**src/rtl/pipe_stage_reg.sv**
```systemverilog
// ---------------------------------------------------------------------------
// pipe_stage_reg
//
// Pipeline stage register with a valid/ready handshake. It can carry an
// optional one-entry skid buffer and a "late capture" field. The late capture
// holds data such as a load result that arrives while the head entry is
// stalled downstream.
//
// Parameters
//   DATA_W : payload width (pc, instr, operands, control packed by the user)
//   CAP_W  : late-capture field width
//   SKID   : 1 = head + one skid entry (in_ready fully registered)
//            0 = single register (in_ready = !out_valid || out_ready)
//
// Ports
//   CLK, nRST            : rising-edge clock, asynchronous active-low reset
//   in_valid / in_ready  : upstream handshake
//   in_data              : upstream payload
//   out_valid / out_ready: downstream handshake
//   out_data             : head payload
//   flush                : squash every entry, overrides all other events
//   cap_en / cap_data    : capture strobe and value for the stalled head
//   out_cap / out_cap_vld: captured value for the head (bypassed if none yet)
//   count                : occupancy 0..2
// ---------------------------------------------------------------------------
module pipe_stage_reg #(
    parameter int DATA_W = 128,
    parameter int CAP_W  = 32,
    parameter int SKID   = 1
) (
    input  logic              CLK,
    input  logic              nRST,
    input  logic              in_valid,
    output logic              in_ready,
    input  logic [DATA_W-1:0] in_data,
    output logic              out_valid,
    input  logic              out_ready,
    output logic [DATA_W-1:0] out_data,
    input  logic              flush,
    input  logic              cap_en,
    input  logic [CAP_W-1:0]  cap_data,
    output logic [CAP_W-1:0]  out_cap,
    output logic              out_cap_vld,
    output logic [1:0]        count
);

    // The encoding equals the occupancy, so count is a direct copy of the state.
    typedef enum logic [1:0] {
        EMPTY = 2'd0,
        ONE   = 2'd1,
        TWO   = 2'd2
    } state_t;

    state_t              state_q, state_d;
    logic [DATA_W-1:0]   head_q, head_d;
    logic [DATA_W-1:0]   skid_q, skid_d;
    logic [CAP_W-1:0]    cap_q, cap_d;
    logic                cap_vld_q, cap_vld_d;

    logic                xfer_in;
    logic                xfer_out;

    // ---------------------------------------------------------------------
    // Upstream ready
    // ---------------------------------------------------------------------
    generate
        if (SKID != 0) begin : g_skid
            // The skid slot absorbs the beat that is in flight while a stall
            // propagates upstream. This removes any out_ready -> in_ready path.
            assign in_ready = (state_q != TWO);
        end else begin : g_noskid
            assign in_ready = (state_q == EMPTY) || out_ready;
        end
    endgenerate

    assign out_valid   = (state_q != EMPTY);
    assign out_data    = head_q;
    assign count       = state_q;
    assign out_cap_vld = cap_vld_q;

    // Without a stored capture, forward the live strobe data. A hit that
    // lands on the same edge as the transfer out then still reaches the
    // consumer.
    assign out_cap = cap_vld_q ? cap_q : cap_data;

    assign xfer_in  = in_valid && in_ready;
    assign xfer_out = out_valid && out_ready;

    // ---------------------------------------------------------------------
    // Next-state logic
    // ---------------------------------------------------------------------
    always_comb begin
        state_d   = state_q;
        head_d    = head_q;
        skid_d    = skid_q;
        cap_d     = cap_q;
        cap_vld_d = cap_vld_q;

        if (flush) begin
            state_d   = EMPTY;
            cap_d     = '0;
            cap_vld_d = 1'b0;
        end else begin
            case (state_q)
                EMPTY: begin
                    if (xfer_in) begin
                        head_d  = in_data;
                        state_d = ONE;
                    end
                end
                ONE: begin
                    if (xfer_in && xfer_out) begin
                        head_d = in_data;
                    end else if (xfer_out) begin
                        state_d = EMPTY;
                    end else if (xfer_in && (SKID != 0)) begin
                        skid_d  = in_data;
                        state_d = TWO;
                    end
                end
                TWO: begin
                    // in_ready is low here, so only a drain can happen.
                    if (xfer_out) begin
                        head_d  = skid_q;
                        state_d = ONE;
                    end
                end
                default: begin
                    state_d = EMPTY;
                end
            endcase

            // The capture belongs to the head entry. It is dropped when the
            // head leaves. Otherwise the first strobe seen during a stall
            // is latched.
            if (xfer_out) begin
                cap_d     = '0;
                cap_vld_d = 1'b0;
            end else if (cap_en && out_valid && !cap_vld_q) begin
                cap_d     = cap_data;
                cap_vld_d = 1'b1;
            end
        end
    end

    // ---------------------------------------------------------------------
    // State registers
    // ---------------------------------------------------------------------
    always_ff @(posedge CLK or negedge nRST) begin
        if (!nRST) begin
            state_q   <= EMPTY;
            head_q    <= '0;
            skid_q    <= '0;
            cap_q     <= '0;
            cap_vld_q <= 1'b0;
        end else begin
            state_q   <= state_d;
            head_q    <= head_d;
            skid_q    <= skid_d;
            cap_q     <= cap_d;
            cap_vld_q <= cap_vld_d;
        end
    end

endmodule
```
**config.mk**
```make
export PLATFORM = sky130hd
export DESIGN_NAME = pipe_stage_reg
export DESIGN_NICKNAME = d
export VERILOG_FILES = /design/src/rtl/pipe_stage_reg.sv
export SDC_FILE = /design/constraint.sdc
export NUM_CORES = 1
export LEC_CHECK = 0
export BUFFER_PORTS_ARGS = -buffer_cell sky130_fd_sc_hd__buf_2
export CAP_MARGIN = 0
export CORE_MARGIN = 4
export CORE_UTILIZATION = 52
export DETAILED_ROUTE_END_ITERATION = 10
export GPL_TIMING_DRIVEN = 0
export PLACE_DENSITY = 0.78
export REMOVE_ABC_BUFFERS = 1
export SLEW_MARGIN = 20
export SYNTH_ARGS = -nofsm -noshare
export SYNTH_HDL_FRONTEND = slang
export SYNTH_SLANG_ARGS = --single-unit
```
**constraint.sdc**
```tcl
create_clock -name CLK -period 4.5 [get_ports CLK]
set_clock_uncertainty 0.2 [all_clocks]
set_input_delay 0 -clock CLK [delete_from_list [all_inputs] [get_ports CLK]]
set_output_delay 0 -clock CLK [all_outputs]
set_load 0.01 [all_outputs]
```
==> results.sh <==
export IMPL_core_mm2=0.02606
export IMPL_drc=0
export IMPL_drv_slew=0
export IMPL_peakVddDrop_v=0.0003396
export IMPL_cts_max_path_buffers=3
export IMPL_final_cells=1716
export IMPL_path_class="reg -> reg"
export IMPL_cts_resized=0
export IMPL_grt_pass1_vias=10074
export IMPL_synthTopCellsByArea="dfrtp_1 53%, mux2_4 24%, mux2_2 16%"
export IMPL_wl_per_cell_um=20.31
export IMPL_viasPerCell=5.223
export IMPL_drtIter0Drc=365
export IMPL_rsz0062_at_grt="no"
export IMPL_start_util_pct=52.92
export IMPL_tns_ns=0
export IMPL_clk_latency_ns=0.54
export IMPL_seq_area_frac_synth_pct=52.80
export IMPL_h_tree_depth=1
export IMPL_drive_gt1_share_pct=60.12
export IMPL_holdCritStartpoint="in_data[17]"
export IMPL_ys_ff_latch=291
export IMPL_yosys_area_top_type_share_pct=52.80
export IMPL_postSynthAreaPerCell_um2=16.96
export IMPL_clk_pin_slew_ns=0.06
export IMPL_synthCells=813
export IMPL_required_ns=4.72
export IMPL_fmax_mhz=294.9
export IMPL_cts_root_buffer="clkbuf_16"
export IMPL_outcome="finished, final reports clean"
export IMPL_whs_path_depth=3
export IMPL_reg2reg_to="out_data[118]"
export IMPL_port_buffers=330
export IMPL_cp_slowest_cell="a21oi_4"
export IMPL_worst_pin_slew_ns=0.7999
export IMPL_rows=59
export IMPL_syn_to_final_growth_pct=38.47
export IMPL_crit_arrival_ns=3.61
export IMPL_timing_rr_start="count[0]"
export IMPL_path_cells="nor2b_4 -> buf_16 -> nand2_2 -> a21oi_4 -> buf_16 -> buf_16 -> buf_16 -> mux2_4"
export IMPL_cp_end_kind="flop"
export IMPL_hold_viol_final=0
export IMPL_hold_path_class="in -> reg"
export IMPL_antenna_left=0
export IMPL_cp_top_family="buffers and inverters"
export IMPL_syn_area_mm2=0.01379
export IMPL_nets=1525
export IMPL_grt_max_degree=98
export IMPL_crit_top_cell="buf_16"
export IMPL_drt_total_wl_um=34860
export IMPL_die_h_um=170.9
export IMPL_hold_path_endpoint="skid_q[17]"
export IMPL_synth_top_area_cell="dfrtp_1"
export IMPL_ys_types=27
export IMPL_vias=8963
export IMPL_reg2reg_slack_ns=1.11
export IMPL_dp_hpwl_um=20730
export IMPL_antenna_found_initial=2
export IMPL_cp_num_buf_inv=4
export IMPL_clkSinkCount=291
export IMPL_cp_start_kind="flop"
export IMPL_cts_tree="built"
export IMPL_synth_warnings=0
export IMPL_cts_buffers=31
export IMPL_cpPeakStageDelay_ns=0.65
export IMPL_die_w_um=170.9
export IMPL_io_pins=331
export IMPL_fin_hold_ws_ns=0.03590
export IMPL_cp_max_fo=16
export IMPL_fin_crit_ns=3.391
export IMPL_grt_usage_pct=23.05
export IMPL_grt_pass1_wl_um=54680
export IMPL_dp_cells=1450
export IMPL_period_share_pct=75.35
export IMPL_dr_pass1_iters=5
export IMPL_max_slew_margin_pct=46.68
export IMPL_p_leak_nw=9.209
export IMPL_power_mw=7.829
export IMPL_fin_util_pct=73.28
export IMPL_setup_viol=0
export IMPL_dieArea_mm2=0.02919
export IMPL_grt_overflow=0
export IMPL_power_density_mw_per_mm2=410.0
export IMPL_gp_congestion=0.7503
export IMPL_ff2ff_path_depth=8
export IMPL_maxCapViolCount=0
## worst register-to-register path, stage by stage (launching register included)
cell	delay [ns]
dfrtp_1	0.49
nor2b_4	0.56
buf_16	0.26
nand2_2	0.11
a21oi_4	0.65
buf_16	0.26
buf_16	0.20
buf_16	0.20
mux2_4	0.33
## flip-flops by register name, indices dropped and copies added, names as in the netlist
| signal | cells |
|---|---|
| out_data | 128 |
| skid_q | 128 |
| cap_q | 32 |
| count | 2 |
| out_cap_vld | 1 |
## placed cells by master, fill, tap and decap left out
| master | n |
|---|---|
| buf_12 | 2 |
| o21ai_0 | 1 |
| buf_8 | 2 |
| bufinv_16 | 2 |
| nand3_4 | 1 |
| clkbuf_1 | 7 |
| dfrtp_1 | 290 |
| nand2b_4 | 1 |
| nor2b_4 | 1 |
| buf_2 | 329 |
| and2b_2 | 1 |
| xnor2_1 | 1 |
| inv_1 | 2 |
| a21oi_4 | 2 |
| nor2b_1 | 1 |
| nand2_1 | 1 |
| inv_6 | 1 |
| dfrtp_2 | 1 |
| buf_6 | 2 |
| nor4_4 | 1 |
| or2_1 | 1 |
| mux2_4 | 218 |
| diode_2 | 2 |
| nor2b_2 | 1 |
| a21o_2 | 1 |
| a22o_1 | 32 |
| clkinvlp_4 | 1 |
| mux2_2 | 198 |
| clkbuf_16 | 31 |
| a21oi_1 | 1 |
| nor2_1 | 1 |
| clkinv_2 | 4 |
| nand2_2 | 1 |
| clkbuf_8 | 7 |
| dlygate4sd3_1 | 210 |
| buf_16 | 21 |
| nor3_1 | 1 |
| a221oi_1 | 1 |
## layout make-up
cell class,count,area (µm²)
Antenna cell,2,5.005
Clock buffer,45,898.4
Clock inverter,8,96.34
Fill cell,1492,6963
Inverter,2,7.507
Multi-Input combinational cell,467,5967
Sequential cell,291,7283
Tap cell,335,419.2
Timing Repair Buffer,566,4419
## cell families after synthesis
family | after synthesis | synth area share, %
mux | 416 | 39.90
flops | 291 | 52.80
buf+inv | 55 | 4.201
simple gates | 12 | 0.6441
xor+xnor | 1 | 0.06352
compound gates | 38 | 2.386
## Yosys cell counts
| cell | count |
|---|---|
| dfrtp_1 | 291 |
| mux2_4 | 218 |
| mux2_2 | 198 |
| a22o_1 | 32 |
| buf_6 | 14 |
| buf_12 | 13 |
| buf_2 | 12 |
| buf_4 | 11 |
| buf_1 | 3 |
| a21oi_1 | 2 |
| inv_1 | 2 |
| nor2b_2 | 2 |
| a21o_2 | 1 |
| a21oi_4 | 1 |
| a221oi_1 | 1 |
| and2b_2 | 1 |
| nand2_1 | 1 |
| nand2_2 | 1 |
| nand2b_4 | 1 |
| nand3_1 | 1 |
| nor2_1 | 1 |
| nor2b_1 | 1 |
| nor3_1 | 1 |
| nor4_2 | 1 |
| o21ai_0 | 1 |
| or2_1 | 1 |
| xnor2_1 | 1 |
## power by group
part           switching, mW  total [mW]  internal, mW
Sequential             0.338        3.54          3.20
Clock                   1.03        2.51          1.49
Combinational          0.693        1.78          1.09
## per-stage QoR
step | cell area (µm²) | setup WS [ns]
2_1_floorplan | 13220 | -5.307
3_3_place_gp | 15290 | -8.850
3_5_place_dp | 15970 | 1.161
4_1_cts | 19090 | 1.149
5_1_grt | 19090 | 0.9955
6_report | 19100 | 1.109
## per-layer routing
metal	vias up	track usage [%]	routed length [µm]
li1	4031	-	-
met1	4545	28.19	13690
met2	309	40.96	17950
met3	76	5.337	2204
met4	2	6.717	1008
met5	-	0	7
## how the worst max path moves through the flow
stage / slack (ns) / end / start / cells past startpoint
floorplan: -5.31 / out_data[80] / count[0] / 4
global placement: -8.85 / out_data[82] / count[0] / 4
detailed placement: 1.16 / out_data[72] / count[0] / 8
CTS: 1.15 / out_data[25] / count[0] / 8
global route: 1.0 / out_data[118] / count[0] / 8
finish: 1.11 / out_data[118] / count[0] / 8
## repair_timing
item                                   CTS  global route
setup buffers                            0             0
endpoints found under the hold margin  582             0
hold buffers                           211             0
(Power assumes the default switching activity.)
